==> config.mk <==
export PLATFORM = sky130hd
export DESIGN_NAME = apple_spawner
export DESIGN_NICKNAME = d
export VERILOG_FILES = /design/src/rtl/snake_pkg.sv /design/src/rtl/lfsr16.sv /design/src/rtl/apple_spawner.sv
export SDC_FILE = /design/constraint.sdc
export NUM_CORES = 1
export LEC_CHECK = 0
export CAP_MARGIN = 40
export CORE_MARGIN = 2
export CORE_UTILIZATION = 45
export CTS_CLUSTER_SIZE = 16
export DETAILED_ROUTE_END_ITERATION = 8
export PLACE_DENSITY = 0.73
export REMOVE_ABC_BUFFERS = 1
export SYNTH_ARGS = -nofsm -noshare
export SYNTH_HDL_FRONTEND = slang
export SYNTH_SLANG_ARGS = --single-unit
==> constraint.sdc <==
create_clock -name clk -period 1.8 [get_ports clk]
set_input_delay 0.45 -clock clk [delete_from_list [all_inputs] [get_ports clk]]
set_output_delay 0.45 -clock clk [all_outputs]
set_load 0.01 [all_outputs]
==> src/rtl/snake_pkg.sv <==
// rtl/snake_pkg.sv - playfield constants, spawner state type and LFSR step shared by the snake blocks
package snake_pkg;

   localparam int SIZE    = 20;
   localparam int H_TILES = 32;
   localparam int V_TILES = 24;

   // Fibonacci taps 16,14,13,11 expressed as bit positions 15,13,12,10
   localparam logic [15:0] LFSR_TAPS = 16'hB400;
   localparam logic [15:0] LFSR_SEED = 16'hACE1;

   typedef enum logic [1:0] {
      IDLE  = 2'd0,
      DRAW  = 2'd1,
      CHECK = 2'd2,
      PLACE = 2'd3
   } spawn_state_t;

   function automatic logic [15:0] lfsr_next(input logic [15:0] v);
      return {v[14:0], ^(v & LFSR_TAPS)};
   endfunction

endpackage

==> src/rtl/lfsr16.sv <==
// rtl/lfsr16.sv - 16-bit Fibonacci LFSR with step enable; a zero seed is replaced by 1
module lfsr16 (
   input  logic        clk,
   input  logic        reset,
   input  logic        step,
   input  logic [15:0] seed,
   output logic [15:0] value
);
   import snake_pkg::*;

   logic [15:0] start;

   assign start = (seed == 16'h0000) ? 16'h0001 : seed;

   always_ff @(posedge clk or posedge reset) begin
      if (reset)
         value <= start;
      else if (step)
         value <= lfsr_next(value);
   end

endmodule

==> src/rtl/apple_spawner.sv <==
// rtl/apple_spawner.sv - random apple placement avoiding the snake body; SPAWN_ENTROPY_EN makes the LFSR free-run
module apple_spawner #(
   parameter int          BIT       = 10,
   parameter int          SIZE      = snake_pkg::SIZE,
   parameter int          H_TILES   = snake_pkg::H_TILES,
   parameter int          V_TILES   = snake_pkg::V_TILES,
   parameter int          MAX_TRIES = 16,
   parameter logic [15:0] SEED      = snake_pkg::LFSR_SEED
) (
   input  logic           clk,
   input  logic           reset,
   input  logic           eaten,
   output logic [BIT-1:0] cand_x,
   output logic [BIT-1:0] cand_y,
   output logic           cand_valid,
   input  logic           cand_blocked,
   output logic [BIT-1:0] x_start,
   output logic [BIT-1:0] y_start,
   output logic           apple_valid,
   output logic           busy,
   output logic           placed,
   output logic           forced
);
   import snake_pkg::*;

   localparam int TXW = $clog2(H_TILES);
   localparam int TYW = $clog2(V_TILES);
   localparam int TRW = (MAX_TRIES > 1) ? $clog2(MAX_TRIES) : 1;

   spawn_state_t   state, state_next;
   logic [15:0]    lfsr_value, lfsr_stepped;
   logic           step;
   logic [TXW-1:0] tx;
   logic [TYW-1:0] ty;
   logic           in_field, last_try;
   logic [TRW-1:0] tries;
   logic           lfsr_unused;

`ifdef SPAWN_ENTROPY_EN
   assign step = 1'b1;
`else
   assign step = (state == DRAW);
`endif

   lfsr16 u_lfsr (
      .clk   (clk),
      .reset (reset),
      .step  (step),
      .seed  (SEED),
      .value (lfsr_value)
   );

   // DRAW decodes the value the register is about to take, so no extra cycle is spent
   assign lfsr_stepped = lfsr_next(lfsr_value);
   assign tx           = lfsr_stepped[TXW-1:0];
   assign ty           = lfsr_stepped[TXW +: TYW];
   assign lfsr_unused  = ^lfsr_stepped[15:TXW+TYW];
   assign in_field     = (32'(tx) < 32'(H_TILES)) && (32'(ty) < 32'(V_TILES));
   assign last_try     = (32'(tries) == 32'(MAX_TRIES - 1));

   always_ff @(posedge clk or posedge reset) begin
      if (reset)
         state <= DRAW;
      else
         state <= state_next;
   end

   always_comb begin
      state_next = state;
      case (state)
         IDLE:    if (eaten) state_next = DRAW;
         DRAW:    if (in_field) state_next = CHECK;
         CHECK:   state_next = (!cand_blocked || last_try) ? PLACE : DRAW;
         PLACE:   state_next = IDLE;
         default: state_next = IDLE;
      endcase
   end

   always_comb begin
      busy       = (state != IDLE);
      cand_valid = (state == CHECK);
   end

   always_ff @(posedge clk or posedge reset) begin
      if (reset) begin
         cand_x      <= '0;
         cand_y      <= '0;
         x_start     <= '0;
         y_start     <= '0;
         tries       <= '0;
         apple_valid <= 1'b0;
         placed      <= 1'b0;
         forced      <= 1'b0;
      end else begin
         placed <= (state == PLACE);
         case (state)
            IDLE: begin
               if (eaten) begin
                  apple_valid <= 1'b0;
                  forced      <= 1'b0;
                  tries       <= '0;
               end
            end
            DRAW: begin
               if (in_field) begin
                  cand_x <= BIT'(tx) * BIT'(SIZE);
                  cand_y <= BIT'(ty) * BIT'(SIZE);
               end
            end
            CHECK: begin
               if (cand_blocked) begin
                  if (last_try)
                     forced <= 1'b1;
                  else
                     tries <= tries + TRW'(1);
               end
            end
            PLACE: begin
               x_start     <= cand_x;
               y_start     <= cand_y;
               apple_valid <= 1'b1;
            end
            default: ;
         endcase
      end
   end

endmodule

== Word-level counts from Yosys, hierarchy flattened ==
Index checks and enable logic that the tools add are counted.

* Add/subtract/negate cells: 1
* Multipliers: 2
* Order comparisons: 1
* Equality and inequality tests: 9
* Multiplexer cells: 13
* Reductions and logical operators: 12

{| class="wikitable"
|+ Operator list
! kind !! number
|-
| multiplier 5 x 3 -> 8 bit (second input constant) || 2
|-
| parity 16 bit || 1
|-
| 2-to-1 mux 4 bit || 3
|-
| one-hot mux 2 bit (4 select lines) || 1
|-
| one-hot mux 4 bit (2 select lines) || 1
|-
| AND reduction 4 bit || 2
|-
| 2-to-1 mux 2 bit || 3
|-
| != test 2 x 1 -> 1 bit (second input constant) || 3
|-
| AND reduction 2 bit || 3
|-
| nonzero test 2 bit || 3
|-
| less-than comparator 5 bit (second input constant) || 1
|-
| adder 4 x 1 -> 4 bit (second input constant) || 1
|-
| == test 2 bit (second input constant) || 2
|-
| == test 4 bit (second input constant) || 1
|-
| != test 2 bit (second input constant) || 2
|-
| one-hot mux 1 bit (2 select lines) || 2
|-
| 2-to-1 mux 1 bit || 3
|-
| == test 2 x 1 -> 1 bit (second input constant) || 1
|-
| zero test 2 bit || 1
|-
| zero test 1 bit || 1
|-
| logical OR 1 bit || 1
|}

* Flip-flop bits (word level): 57
* Bits of input ports: 4
* Output and inout port bits: 45

== Logic depth before layout (Yosys ltp) ==
* Depth after elaboration: 4
* Depth in mapped cells: 8
* Depth with buffers taken out: 8

== Worst setup path after synthesis ==
No wires, ideal clock.

* Kind: reg2reg
* Start: register u_lfsr.value[13]
* End: register cand_x[9]
* Setup time: 0.121 ns
* Arrival time: 1.920 ns
* Data required time: 1.679 ns
* Slack: -0.240 ns
* Cell stages (with the launch flop): 9
* Path buffers: 0
* Period minus slack after synthesis: 2.040 ns
* Cells stage by stage: dfstp_2 xor2_1 xnor2_1 ha_1 ha_1 fa_1 a21oi_1 nor3_1 a22o_1

* Longest elaborated chain between the ends: 2

{| class="wikitable"
|+ RTL lines
! item !! RTL line !! source
|-
| from (decl) || lfsr16.sv:7 || <nowiki>output logic [15:0] value</nowiki>
|-
| from (signal assigned) || lfsr16.sv:17 || <nowiki>value <= start;</nowiki>
|-
| from (signal assigned) || lfsr16.sv:19 || <nowiki>value <= lfsr_next(value);</nowiki>
|-
| parity 16 bit || snake_pkg.sv:20 || <nowiki>return {v[14:0], ^(v & LFSR_TAPS)};</nowiki>
|-
| via lfsr_stepped[0] || apple_spawner.sv:31 || <nowiki>logic [15:0] lfsr_value, lfsr_stepped;</nowiki>
|-
| multiplier 5 x 3 -> 8 bit || apple_spawner.sv:106 || <nowiki>cand_x <= BIT'(tx) * BIT'(SIZE);</nowiki>
|-
| to (signal assigned) || apple_spawner.sv:106 ||
|-
| to (decl) || apple_spawner.sv:13 || <nowiki>output logic [BIT-1:0] cand_x,</nowiki>
|}

The timed path passes the listed nets, and every way through them passes these cells.
A chain may end at the register's enable or synchronous reset.

== Worst setup path in the final report ==
* Start: register u_lfsr.value[13]
* End: register cand_x[6]

The elaborated chain is that of the path after synthesis.

==> metrics.md <==
| Metric | Value |
|---|---|
| Violated checks | negative setup slack |
| Share of final-layout standard cells stronger than drive strength 1 | 28.9% |
| Leading register cell type out of synthesis | sky130_fd_sc_hd__dfrtp_1 |
| Share of total power in combinational logic | 22.0% |
| Number of design rule violations left after detail routing | 0 |
| DIE HEIGHT | a little over 80 um |
| Syn Area/Cell | 11.6 sq um |
| Clock sinks | 57 |
| Hold violation count in the final report | 0 |
| Synthesized cell area | 2670 sq um |
| Number of primary I/O pins | 49 |
| Kind of capture point of the worst setup path | register |
| P per Cell Area | 1010 nW/um^2 |
| Weighted congestion at the end of routability-driven global placement | 0.789 |
| Commonest cells after routing, fill and taps aside | 47 x sky130_fd_sc_hd__nand2_1, 47 x sky130_fd_sc_hd__dfrtp_1, 38 x sky130_fd_sc_hd__clkdlybuf4s50_1, 21 x sky130_fd_sc_hd__mux2_2, 19 x sky130_fd_sc_hd__buf_4 |
| Via count of the first global-routing pass | 1894 |
| Synth async-reset ratio | 100% |
| Clock tree from TritonCTS | yes |
| Total number of H-tree levels | 3 |
| Pin count of the biggest net entering global routing | 58 |
| Clock tree buffer depth | 2 |
| Clk pwr share | 38.3% |
| Final worst-path setup slack | -0.280 ns |
| Number of cells produced by synthesis | roughly 230 |
| Standby leakage power | 0.00174 uW |
| Antenna violations before repair | 0 |
| CP peak stage delay | about 0.54 ns |
| Internal cell power | 2520 uW |
| Final Cycle Share | 116% |
| Overall track demand over capacity in global routing | a little under a fifth |
| CTS root buf | sky130_fd_sc_hd__clkbuf_8 |
| Type of the worst min-delay path | register to register |
| Number of non-filler instances in the completed layout | 373 |
| Clock-pin slew on the worst setup and hold paths | 0.07 ns |
| Flop and latch count out of synthesis | 57 |
| Total Power | 3560 uW |
| Critical path, cell by cell | xor2_1, xnor2_1, ha_2, ha_4, fa_2, mux2_4 |
| Chip Width | roughly 80 um |
| Insertion delay of the later-clocked pin in the worst-skew pair | 0.35 ns |
| Fmax achieved | 481 MHz |
| Number of enable flip-flop cells after synthesis | 0 |
| Worst Hold Path Cells | 2 |
| Sum of overflow across all layers after global routing | 0 |
| Switching share of power | 29.2% |
| Maximum VDD drop | 552 uV |
| Total Nets Final | 312 |
| Vias/cell | about 5.0 |
| Antenna violation net count after detailed routing | 0 |
| WL per Instance | 13.6 um |
| Starting DRT DRC Count | between 70 and 80 |
| Number of cells on the worst reg-to-reg path | 6 |
| YS warnings | 0 |
| Worst clock skew | 0.00945 ns |
| Initial Util | 46.0% |
| HPWL Detailed | 3420 um |
| Hold_buf cts | 0 |
| Number of buffers created by CTS | 9 |
| Die footprint | 6570 sq um |
| Wire length of the first global-routing pass | 8760 um |
| Classification of the worst setup path | register to register |
| Portion of the post-synthesis area used by sequential elements | between 50% and 60% |
| Critical Path Fanout Max | 2 |
| Number of distinct library cells after synthesis | 45 |
| Setup-failing EPs final | 4 |
| Number of placement rows | 28 |
| First drt pass iteration count | 5 |
| Result of the run | complete, but fails checks |
| Storage cell area | 1440 sq um |
| Critical path data required time | roughly 2.0 ns |
| Buffers on Ports | 40 |
| Number of pins exceeding their max-slew limit in the final report | 0 |
| Number of diodes | 0 |
| Power share of the sequential group | 39.7% |
| Sw Pwr | approximately 1000 uW |
| CP max stage cell | sky130_fd_sc_hd__dfstp_2 |
| Multi-input gate area | ~1200 sq um |
| Unrepaired setup endpoints after global routing | yes |
| Total of max-cap violations | 0 |
| Total via count after detailed routing | approximately 1900 |
| Type of element launching the critical path | register |
| Arrival @ worst endpoint | 2.31 ns |
| Relative area change from synthesis to final layout | 32.1% |
| Final core area utilization | 60.8% |
| Filler cell count | 483 |
| Aggregate routed wire length | 5090 um |
| Time the worst path needs with I/O delays and setup | 2.08 ns |
| Core ar. | 5820 sq um |
| Inst Count DP | 353 |
## final cells by class
type	instances	share of cell area (%)
Clock buffer	11	4.28
Inverter	10	1.06
Multi-Input combinational cell	154	32.9
Clock inverter	5	2.20
Tap cell	75	2.66
Sequential cell	57	40.7
Timing Repair Buffer	61	16.2
## cells by family after synthesis
| logic type | share of synthesized area [%] |
|---|---|
| compound gates | 7.39 |
| xor+xnor | 1.64 |
| fa+ha+maj | 7.58 |
| buf+inv | 5.99 |
| flops | 53.8 |
| mux | 11.4 |
| other cells | 0.140 |
| simple gates | 12.1 |
## worst paths after layout
| kind | from | endpoint | slack, ns |
|---|---|---|---|
| max reg2reg | u_lfsr.value[13] | cand_x[6] | -0.28 |
| min reg2reg | u_lfsr.value[5] | u_lfsr.value[6] | 0.46 |
| max | u_lfsr.value[13] | cand_x[6] | -0.28 |
| min | u_lfsr.value[5] | u_lfsr.value[6] | 0.46 |
| max in group asynchronous | reset | u_lfsr.value[5] | 1.04 |
| min in group asynchronous | reset | tries[1] | 0.47 |
## flip-flops by register name, summed over array words and instances (netlist names)
name          flops
u_lfsr.value     16
cand_x            8
cand_y            8
x_start           8
y_start           8
tries             4
state             2
apple_valid       1
forced            1
placed            1
## worst max-delay path: cells and delay by family, from the launching register on
family                     cells  cell delay (ns)
adders and majority gates      3             0.81
xor gates and xnor gates       2             0.34
DFF                            1             0.54
muxes                          1             0.28
## power by group through the flow
stage               logic [uW]  clock network, uW  registers (uW)
finish                     783               1370            1410
global route               866               1440            1420
CTS                        775               1390            1400
detailed placement         751                  0            1440
global placement           738                  0            1440
floorplan                  431                  0            1440
## synthesized netlist by cell type, drive strengths merged, types with 2 or more instances
cell type	number	area (sq um)
mux2	26	304
nand2b	4	32.5
buf	14	111
xor2	2	17.5
a22o	2	17.5
a211oi	3	22.5
fa	2	40.0
dfrtp	48	1200
dfstp	9	236
clkbuf	3	11.3
o21ai	13	65.1
xnor2	3	26.3
and4	2	17.5
inv	10	37.5
a21oi	6	30.0
nand3	3	15.0
ha	13	163
nand2	47	176
and2	2	12.5
## per-stage QoR
| step | hold slack, ns | setup TNS (ns) | cell area (sq um) | setup WS, ns |
|---|---|---|---|---|
| after global routing | 0.495 | -1.14 | 3530 | -0.353 |
| after floorplan | 0.439 | -2.22 | 2580 | -0.257 |
| final | 0.462 | -0.838 | 3530 | -0.280 |
| after detailed placement | 0.465 | -0.936 | 3210 | -0.354 |
| after global placement | 0.446 | -0.688 | 3210 | -0.252 |
| after CTS | 0.476 | -0.774 | 3500 | -0.257 |
## repair_timing
action                                  in CTS  in global routing
endpoints found under the setup margin       7                  9
resized for setup                           13                  9
pin swaps                                    4                  4
buffers inserted                             3                  1
## routing by layer
metal	wire (um)	share of wire [%]	vias up	GRT usage, %
met5	0	0	-	0
met4	100	2.0	0	10.7
li1	-	-	895	-
met1	2280	45	908	22.3
met2	2540	50	42	29.1
met3	165	3.2	11	4.33
No activity file was read; power rests on OpenSTA's default activity.
